File: src/rtl/gpio_spi_pkg.sv
// Shared definitions for the gpio SPI link: frame field layout, FSM encoding
// and default widths, used by both the initiator and the expander responder.
package gpio_spi_pkg;

  localparam int DEF_DATA_WIDTH  = 16;
  localparam int DEF_PDATA_WIDTH = 8;
  localparam int DEF_PADDR_WIDTH = 3;
  localparam int SEL_WIDTH       = 2;
  localparam int BIT_CNT_W       = 5;

  localparam int WR_BIT   = 15;
  localparam int SEL_MSB  = 14;
  localparam int SEL_LSB  = 13;
  localparam int ADDR_MSB = 12;
  localparam int ADDR_LSB = 10;
  localparam int DATA_MSB = 7;
  localparam int DATA_LSB = 0;

  typedef enum logic [2:0] {
    ST_IDLE  = 3'd0,
    ST_LEAD  = 3'd1,
    ST_SHIFT = 3'd2,
    ST_LAG   = 3'd3,
    ST_GAP   = 3'd4
  } spi_state_e;

  function automatic int max3(input int a, input int b, input int c);
    int m;
    m = (a > b) ? a : b;
    return (m > c) ? m : c;
  endfunction

  // Read frames carry a zero payload so the responder never sees stale data.
  function automatic logic [DEF_DATA_WIDTH-1:0] build_frame(
    input logic                       write,
    input logic [SEL_WIDTH-1:0]       sel,
    input logic [DEF_PADDR_WIDTH-1:0] addr,
    input logic [DEF_PDATA_WIDTH-1:0] wdata
  );
    logic [DEF_DATA_WIDTH-1:0] f;
    f                    = '0;
    f[WR_BIT]            = write;
    f[SEL_MSB:SEL_LSB]   = sel;
    f[ADDR_MSB:ADDR_LSB] = addr;
    if (write) begin
      f[DATA_MSB:DATA_LSB] = wdata;
    end else begin
      f[DATA_MSB:DATA_LSB] = '0;
    end
    return f;
  endfunction

endpackage

File: src/rtl/gpio_spi_master_clkgen.sv
// sclk generator: divides clk while enabled and flags the clk edge on which
// sclk rises or falls so the FSM can shift in lock-step.
module gpio_spi_clkgen
  import gpio_spi_pkg::*;
#(
  parameter int CLK_DIV = 1
) (
  input  logic clk,
  input  logic resetn,
  input  logic en,
  output logic rise,
  output logic fall,
  output logic sclk
);

  localparam int DIV_W = $clog2(CLK_DIV) + 1;

  logic [DIV_W-1:0] div_cnt_r;
  logic             sclk_r;
  logic             toggle_s;

  assign toggle_s = en & (div_cnt_r == DIV_W'(CLK_DIV - 1));
  assign rise     = toggle_s & ~sclk_r;
  assign fall     = toggle_s & sclk_r;
  assign sclk     = sclk_r;

  // Divider and sclk register; disabling parks sclk low with a cleared count.
  always_ff @(posedge clk or negedge resetn) begin
    if (!resetn) begin
      div_cnt_r <= '0;
      sclk_r    <= 1'b0;
    end else if (!en) begin
      div_cnt_r <= '0;
      sclk_r    <= 1'b0;
    end else if (toggle_s) begin
      div_cnt_r <= '0;
      sclk_r    <= ~sclk_r;
    end else begin
      div_cnt_r <= div_cnt_r + DIV_W'(1);
      sclk_r    <= sclk_r;
    end
  end

endmodule

File: src/rtl/gpio_spi_master.sv
// SPI mode-0 initiator: turns one host command into a 16-bit frame towards
// gpio_expander and returns the captured miso frame.
module gpio_spi_master
  import gpio_spi_pkg::*;
#(
  parameter int DATA_WIDTH  = DEF_DATA_WIDTH,
  parameter int PDATA_WIDTH = DEF_PDATA_WIDTH,
  parameter int PADDR_WIDTH = DEF_PADDR_WIDTH,
  parameter int CLK_DIV     = 1,
  parameter int SS_LEAD     = 1,
  parameter int SS_LAG      = 2,
  parameter int SS_GAP      = 1
) (
  input  logic                   clk,
  input  logic                   resetn,
  input  logic                   cmd_valid,
  output logic                   cmd_ready,
  input  logic                   cmd_write,
  input  logic [SEL_WIDTH-1:0]   cmd_sel,
  input  logic [PADDR_WIDTH-1:0] cmd_addr,
  input  logic [PDATA_WIDTH-1:0] cmd_wdata,
  output logic                   rsp_valid,
  output logic [DATA_WIDTH-1:0]  rsp_frame,
  output logic [PDATA_WIDTH-1:0] rsp_data,
  output logic                   busy,
  output logic                   sclk,
  output logic                   mosi,
  input  logic                   miso,
  output logic                   ss
);

  localparam int PH_MAX = max3(SS_LEAD, SS_LAG, SS_GAP);
  localparam int PH_W   = $clog2(PH_MAX + 1);

  spi_state_e             state_r;
  spi_state_e             next_state_s;
  logic [PH_W-1:0]        ph_cnt_r;
  logic [BIT_CNT_W-1:0]   bit_cnt_r;
  logic [DATA_WIDTH-1:0]  tx_r;
  logic [DATA_WIDTH-1:0]  rx_r;
  logic [DATA_WIDTH-1:0]  rsp_frame_r;
  logic [DATA_WIDTH-1:0]  frame_s;
  logic                   rsp_valid_r;
  logic                   ss_r;
  logic                   cmd_ready_r;
  logic                   busy_r;
  logic                   accept_s;
  logic                   ph_done_s;
  logic                   last_bit_s;
  logic                   clk_en_s;
  logic                   rise_s;
  logic                   fall_s;

  assign accept_s   = cmd_valid & cmd_ready_r;
  assign frame_s    = build_frame(cmd_write, cmd_sel, cmd_addr, cmd_wdata);
  assign last_bit_s = (bit_cnt_r == BIT_CNT_W'(DATA_WIDTH - 1));
  assign clk_en_s   = (state_r == ST_SHIFT);

  gpio_spi_clkgen #(
    .CLK_DIV(CLK_DIV)
  ) u_clkgen (
    .clk   (clk),
    .resetn(resetn),
    .en    (clk_en_s),
    .rise  (rise_s),
    .fall  (fall_s),
    .sclk  (sclk)
  );

  // Next-state decode; LEAD/LAG/GAP dwell on ph_cnt_r, SHIFT ends on the 16th fall.
  always_comb begin
    next_state_s = state_r;
    ph_done_s    = 1'b0;
    case (state_r)
      ST_IDLE: begin
        if (accept_s) next_state_s = ST_LEAD;
        else          next_state_s = ST_IDLE;
      end
      ST_LEAD: begin
        ph_done_s = (ph_cnt_r == PH_W'(SS_LEAD - 1));
        if (ph_done_s) next_state_s = ST_SHIFT;
        else           next_state_s = ST_LEAD;
      end
      ST_SHIFT: begin
        if (fall_s && last_bit_s) next_state_s = ST_LAG;
        else                      next_state_s = ST_SHIFT;
      end
      ST_LAG: begin
        ph_done_s = (ph_cnt_r == PH_W'(SS_LAG - 1));
        if (ph_done_s) next_state_s = ST_GAP;
        else           next_state_s = ST_LAG;
      end
      ST_GAP: begin
        ph_done_s = (ph_cnt_r == PH_W'(SS_GAP - 1));
        if (ph_done_s) next_state_s = ST_IDLE;
        else           next_state_s = ST_GAP;
      end
      default: begin
        next_state_s = ST_IDLE;
        ph_done_s    = 1'b0;
      end
    endcase
  end

  // State register and dwell counter for the timed ss phases.
  always_ff @(posedge clk or negedge resetn) begin
    if (!resetn) begin
      state_r  <= ST_IDLE;
      ph_cnt_r <= '0;
    end else begin
      state_r <= next_state_s;
      if (next_state_s != state_r) begin
        ph_cnt_r <= '0;
      end else if (state_r == ST_LEAD || state_r == ST_LAG || state_r == ST_GAP) begin
        ph_cnt_r <= ph_cnt_r + PH_W'(1);
      end else begin
        ph_cnt_r <= '0;
      end
    end
  end

  // Datapath: frame load, miso capture on rise, mosi advance on fall, response latch.
  always_ff @(posedge clk or negedge resetn) begin
    if (!resetn) begin
      tx_r        <= '0;
      rx_r        <= '0;
      rsp_frame_r <= '0;
      rsp_valid_r <= 1'b0;
      bit_cnt_r   <= '0;
    end else begin
      rsp_valid_r <= 1'b0;
      case (state_r)
        ST_IDLE: begin
          if (accept_s) begin
            tx_r      <= frame_s;
            rx_r      <= '0;
            bit_cnt_r <= '0;
          end
        end
        ST_SHIFT: begin
          if (rise_s) rx_r <= {rx_r[DATA_WIDTH-2:0], miso};
          if (fall_s) begin
            bit_cnt_r <= bit_cnt_r + BIT_CNT_W'(1);
            // mosi stays on the last bit through LAG
            if (!last_bit_s) tx_r <= {tx_r[DATA_WIDTH-2:0], 1'b0};
          end
        end
        ST_LAG: begin
          if (ph_done_s) begin
            rsp_frame_r <= rx_r;
            rsp_valid_r <= 1'b1;
            tx_r        <= '0;
          end
        end
        default: begin
        end
      endcase
    end
  end

  // Registered handshake and select outputs, decoded from the upcoming state.
  always_ff @(posedge clk or negedge resetn) begin
    if (!resetn) begin
      ss_r        <= 1'b1;
      cmd_ready_r <= 1'b1;
      busy_r      <= 1'b0;
    end else begin
      ss_r        <= ~((next_state_s == ST_LEAD) || (next_state_s == ST_SHIFT) ||
                       (next_state_s == ST_LAG));
      cmd_ready_r <= (next_state_s == ST_IDLE);
      busy_r      <= (next_state_s != ST_IDLE);
    end
  end

  assign mosi      = tx_r[DATA_WIDTH-1];
  assign ss        = ss_r;
  assign cmd_ready = cmd_ready_r;
  assign busy      = busy_r;
  assign rsp_valid = rsp_valid_r;
  assign rsp_frame = rsp_frame_r;
  assign rsp_data  = rsp_frame_r[DATA_MSB:DATA_LSB];

endmodule
File: config.mk
export PLATFORM = sky130hd
export DESIGN_NAME = gpio_spi_master
export DESIGN_NICKNAME = d
export VERILOG_FILES = /design/src/rtl/gpio_spi_pkg.sv /design/src/rtl/gpio_spi_master_clkgen.sv /design/src/rtl/gpio_spi_master.sv
export SDC_FILE = /design/constraint.sdc
export NUM_CORES = 1
export LEC_CHECK = 0
export ABC_AREA = 1
export BUFFER_PORTS_ARGS = -buffer_cell sky130_fd_sc_hd__clkbuf_2
export CORE_AREA = 2 2 75 77
export DETAILED_ROUTE_END_ITERATION = 7
export DIE_AREA = 0 0 77 79
export PLACE_DENSITY = 0.78
export SETUP_SLACK_MARGIN = 0.15
export SLEW_MARGIN = 5
export SYNTH_ARGS = -nofsm -noshare
export SYNTH_HDL_FRONTEND = slang
export SYNTH_HIERARCHICAL = 1
export SYNTH_SLANG_ARGS = --single-unit
export TNS_END_PERCENT = 5
File: constraint.sdc
create_clock -name clk -period 2.3 [get_ports clk]
set_clock_uncertainty 0.05 [all_clocks]
set_input_delay 0.345 -clock clk [delete_from_list [all_inputs] [get_ports clk]]
set_output_delay 0.345 -clock clk [all_outputs]
set_load 0.1 [all_outputs]
======== Yosys cells after proc, flatten, opt, wreduce, memory -nomap -nowiden ========
Index checks and enable logic that the tools add are counted.
word-level totals
  output and inout bits ................... 30
  input port bits ......................... 18
  register bits after elaboration ......... 64
  logic and storage cells ................. 81
cells by class
  reductions and logical operators ........ 16
  add/sub/neg operators ................... 3
  muxes and demuxes ....................... 27
  eq/ne operators ......................... 16
  bitwise logic cells ..................... 7
operator list
  kind                   count
  $mux W16               6
  $pmux W16 S3           1
  $pmux W16 S2           1
  $pmux W3 S5            1
  $eq A3 B2 Y1 const B   4
  $ne A2 B2 Y1 const B   6
  $mux W5                2
  $pmux W5 S2            1
  $mux W1                8
  $mux W8                1
  $eq A3 B1 Y1 const B   2
  $logic_not A3 Y1       2
  $mux W2                3
  $mux W3                2
  $reduce_and A3 Y1      2
  $reduce_bool A3 Y1     2
  $add A5 B1 Y5 const B  1
  $eq A5 B4 Y1 const B   1
  $reduce_and A5 Y1      1
  $and A1 B1 Y1          4
  $logic_or A1 B1 Y1     4
  $eq A3 B3 Y1 const B   1
  $ne A3 B3 Y1           1
  $not A1 Y1             3
  9 further kinds        9

======== Logic depth before layout (Yosys ltp) ========
  depth after elaboration ................. 10
  gate-level depth with buffers ........... 14
  mapped depth without buffers ............ 13

======== Modules after synthesis ========
The synthesis kept the hierarchy.
by module, submodules not included
  module           seq. area each (µm²)  cells each  instances  area an instance (µm²)
  gpio_spi_master  1554.0                303         1          2791.4
  gpio_spi_clkgen  50.0                  11          1          86.3

======== Worst setup path before layout ========
OpenSTA, ideal clock, no wires.
  kind .................................... reg2reg
  start point ............................. register u_clkgen.sclk_r, in the netlist u_clkgen/sclk
  end point ............................... register tx_r[10]
  period minus slack after synthesis ...... 2181 ps
  data required time ...................... 2124 ps
  arrival time ............................ 2005 ps
  cell stages (with the launch flop) ...... 9
  buffers on the path ..................... 1
  setup slack ............................. 119 ps
  setup time .............................. 126 ps
  path through ............................ dfrtp_1 -> inv_1 -> nor2_1 -> inv_1 -> o21ai_2 -> nand2_1 -> a21oi_4 -> buf_6 -> o21ai_0
on the way
  cells in the longest elaborated chain, start to end .. 3
RTL lines
  what                         line                          source
  from (decl)                  gpio_spi_master_clkgen.sv:19  logic sclk_r;
  from (signal assigned)       gpio_spi_master_clkgen.sv:37  sclk_r <= ~sclk_r;
  from (signal assigned)       gpio_spi_master_clkgen.sv:40  sclk_r <= sclk_r;
  $and A1 B1 Y1                gpio_spi_master_clkgen.sv:24  assign fall = toggle_s & sclk_r;
  net fall_s                   gpio_spi_master.sv:52         logic fall_s;
  $ne A2 B2 Y1 (no line)       --
  $reduce_and A5 Y1 (no line)  --
  to (signal assigned)         gpio_spi_master.sv:135        tx_r <= frame_s;
  to (signal assigned)         gpio_spi_master.sv:145        if (!last_bit_s) tx_r <= {tx_r[DATA_WIDTH-2:0], 1'b0};
  to (decl)                    gpio_spi_master.sv:39         logic [DATA_WIDTH-1:0] tx_r;
The timed path passes the listed nets, and every way through them passes these cells.
A chain may end at the register's enable or synchronous reset.

======== Worst setup path in the final report ========
  start point ............................. register state_r[2]
  end point ............................... register tx_r[5]
on the way
  cells in the longest elaborated chain, start to end .. 5
  elaborated cells between the ends (all ways) .. 16
  classes of those cells .................. eq/ne (8); mux (2); bitwise (2); reduce/logical (4)
RTL lines
  what                         line                          source
  from (decl)                  gpio_spi_master.sv:35         spi_state_e state_r;
  from (signal assigned)       gpio_spi_master.sv:111        state_r <= next_state_s;
  $eq A3 B2 Y1                 gpio_spi_master.sv:57         assign clk_en_s = (state_r == ST_SHIFT);
  $and A1 B1 Y1                gpio_spi_master_clkgen.sv:22  assign toggle_s = en & (div_cnt_r == DIV_W'(CLK_DIV - 1));
  $and A1 B1 Y1                gpio_spi_master_clkgen.sv:24
  net fall_s                   gpio_spi_master.sv:52
  $ne A2 B2 Y1 (no line)       --
  $reduce_and A5 Y1 (no line)  --
The timed path passes the listed nets, and every way through them passes these cells.

==> summary by stage <==
Status
The flow ran to the end, and the final reports show no timing, DRC or antenna violations.

Synth
The total number of yosys warnings is 6. The distinct cell type count of the synthesized netlist is 30. Synthesis produced a netlist whose cell count is 314. The number of flip-flops and latches in the synthesized netlist is between 60 and 70. Counting every net in the synthesized netlist gives between 300 and 400. The sequential-to-total area share from yosys stat is between 50% and 60%. A synthesized cell averages approximately 9.2 µm². The cell area after technology mapping is approximately 2900 µm².

Worst setup path
The critical path contains buffers and inverters numbering 3 combined. STA classifies the critical path startpoint as a flop. Among all stages on the critical path, the largest delay is contributed by sky130_fd_sc_hd__dfrtp_1.

Counting stages on the worst path, the most repeated cell is sky130_fd_sc_hd__nand2_1. Data on the critical path arrives at its endpoint at approximately 2.2 ns. In this run the worst path has a maximum fanout of 32. The largest delay contributor family on the critical path is simple AND/OR/NAND/NOR gates. In this design, the stage delay of the slowest critical-path cell is 0.45 ns. Walking the worst path, the cells encountered are inv_2, nand2_4, nor2_4, nand2_1, nor2_1, inv_1, o21ai_2, nand2_1, a21oi_4, buf_12, nand2_1, o21ai_0. The kind of end point of the critical path is a flop.

The category of the critical setup timing path is reg -> reg. STA puts the critical path data required time at around 2.5 ns.

Floorplanning
The total area inside the core boundary comes to approximately 5300 µm². In this run the horizontal extent of the chip is between 70 and 80 µm. Once the floorplan was initialized, standard cells occupied 53.9% of the core. The vertical die dimension is just under 80 µm. 48 I/O pins were placed.

The die covers 6080 µm². In this run the core area contains 27 standard-cell rows.

Power and ir drop
The clock network fraction of design power is a little over a fifth. The internal power is roughly 2.8 mW. The power density over cell area is ~1600 nW/µm². The net switching component of the power is roughly 2.7 mW. Registers are responsible for between 30% and 40% of the overall power. After layout, the design draws a total of roughly 5.4 mW.

In this run the static leakage power is 1.72 nW. VDD sags by at most 1120 µV. The net switching share of the total power is 48.9%.

Per report_power, the combinational group accounts for about 48% of the total.

Layout
The fraction of layout instances using a drive strength above 1 is around a quarter. The layout overhead on the synthesized area is 18.0%. The number of filler instances in the final layout is between 400 and 500. The final core utilization is approximately 64%. Leaving out fill and tap cells, the most frequent cell in the layout is sky130_fd_sc_hd__nand2_1.

The number of nets at the end of the flow is approximately 380. 0 antenna diodes ended up in the layout. Leaving out fill and tap cells, the most frequent cells in the layout are sky130_fd_sc_hd__nand2_1 (63), sky130_fd_sc_hd__dfrtp_1 (61), sky130_fd_sc_hd__inv_1 (53).

Clock network
In this run the post-CTS setup repair buffer count came out at 0. The insertion delay of the later-clocked pin in the worst-skew pair is around 0.34 ns. The register clock-pin slew on the reported worst setup and hold paths is ~0.07 ns. The number of CTS-inserted buffers is 9. The H-tree depth is 3.

The clock passes through at most 2 buffers. TritonCTS built the clock tree. The number of sinks on the clock net is 64.

The cell at the root of the clock tree is sky130_fd_sc_hd__clkbuf_8.

Timing
Setup repair after global routing could not meet its margin everywhere. Measured against its own limit, the worst slew margin works out to about three fifths. Dividing the final minimum period by the clock period gives approximately 86%. The measured slew at the worst slew-check pin is between 0.6 and 0.7 ns.

The final-report hold violation count is 0. The shortest period the worst path allows is 1.99 ns. The aggregate negative setup slack is 0 ns. Timing would allow up to between 0.5 and 0.6 GHz.

The max-slew violation count is 0. The number of endpoints failing setup at the final stage is 0.

Routing
The number of remaining DRC errors is 0. Once detail routing completed, the nets flagged for antenna violations numbered 0. In the final routed layout, each cell accounts on average for about 12 µm. In this run, the number of DRC markers left after iteration 0 of detailed routing was around 150. Dividing the detail-routed via count by the number of cells gives slightly below 5. The first detailed-routing pass ran for 4 iterations. The total via count after detailed routing is 2149. The overall routed net length is approximately 5200 µm.

Place
The HPWL after detailed placement is about 3500 µm. Port buffering added 47 buffers. The routability congestion estimate is between 0.8 and 0.9.

Run
Max-cap violations in this run came to 0.

GRT
The largest net degree at the start of global routing is 42. The first global-routing pass estimated a little under 9000 µm of wire. The initial antenna violation count is 0.

The leftover overflow at the end of global routing is 0. In the global route stage, overall resource usage came out at 19.1%. The number of global-route vias before repair is 1994.

Min path
The worst hold path class is in -> reg.
[power groups by stage]
stage                     clock network, mW  logic [mW]  registers [mW]
after detailed placement                  0        2.60            1.66
after global routing                   1.25        2.83            1.68
after floorplan                           0        1.45            2.46
after CTS                              1.21        2.62            1.64
after global placement                    0        2.57            1.65
final                                  1.19        2.60            1.64
[routing by layer]
metal  routed length (µm)  track usage (%)  vias to the layer above
met2                 2420             30.1                       51
met3                  213             3.52                       10
met5                    0                0                        -
met1                 2440             24.8                     1009
li1                     -                -                     1079
met4                  134             11.8                        0
[stage by stage]
step	setup WS (ns)	instance area, µm²	hold WS (ns)	cells
after global routing	0.136	3400	0.208	436
after detailed placement	0.309	3130	0.344	419
after global placement	0.373	3130	0.343	419
after floorplan	0.300	2880	-0.000591	314
after CTS	0.292	3390	0.196	436
final	0.313	3400	0.199	436
[cell families after synthesis]
group	synth area share, %
and+or+nand+nor	15.7
adders and majority gates	1.74
xor gates and xnor gates	0.304
other	0.130
buffers and inverters	11.7
DFF	55.7
AOI/OAI and AO/OA	14.7
[cells in the mapped netlist (all sizes together)]
cell	number	area share (%)
buf	13	3.8
o21ai	51	9.9
inv	55	7.2
nand4	2	0.65
conb	1	0.13
nor2	14	2.3
nor3	1	0.35
clkbuf	5	0.70
dfstp	2	1.8
ha	4	1.7
dfrtp	62	54
nand3	13	2.6
xor2	1	0.30
o31ai	1	0.26
a21oi	4	1.1
nand2	69	9.8
o22ai	16	3.5
[registers in the layout, summed over array words and instances, names as in the netlist]
name and cells:
rsp_frame 16, rx_r 16, tx_r 16, bit_cnt_r 5, state_r 3, ph_cnt_r 2
busy 1, cmd_ready 1, rsp_valid 1, ss 1, u_clkgen/div_cnt_r 1, u_clkgen/sclk 1
[cell type report]
cell class              instances  area [µm²]  area share, %
flip-flops and latches         64        1610           47.3
multi-input cells             177         940           27.7
repair buffers                 52         300           8.84
inverters                      55         206           6.08
clock buffers                  10         138           4.05
clock inverters                 6         116           3.43
well taps                      72        90.1           2.65
[path summary, 6_finish.rpt]
path / from / endpoint / slack (ns) / cells past startpoint
max in group asynchronous: resetn / ss / 1.02 / 3
min in group asynchronous: resetn / tx_r[13] / 0.50 / 2
max: state_r[2] / tx_r[5] / 0.31 / 12
min: cmd_wdata[0] / tx_r[0] / 0.20 / 3
max reg2reg: state_r[2] / tx_r[5] / 0.31 / 12
min reg2reg: rsp_frame[14] / rsp_frame[14] / 0.44 / 2
[what timing repair did]
action / in CTS / in global routing
gates resized for setup: 0 / 1
setup endpoints to repair: 0 / 21
hold endpoints to repair: 23 / 0
hold buffers: 1 / 0
[worst register-to-register path: stages (launching register included)]
cell and delay, ns:
sky130_fd_sc_hd__dfrtp_1 0.45, sky130_fd_sc_hd__inv_2 0.12, sky130_fd_sc_hd__nand2_4 0.09, sky130_fd_sc_hd__nor2_4 0.09, sky130_fd_sc_hd__nand2_1 0.06, sky130_fd_sc_hd__nor2_1 0.24, sky130_fd_sc_hd__inv_1 0.11, sky130_fd_sc_hd__o21ai_2 0.14
sky130_fd_sc_hd__nand2_1 0.09, sky130_fd_sc_hd__a21oi_4 0.14, sky130_fd_sc_hd__buf_12 0.19, sky130_fd_sc_hd__nand2_1 0.07, sky130_fd_sc_hd__o21ai_0 0.08
(Power assumes the default switching activity.)
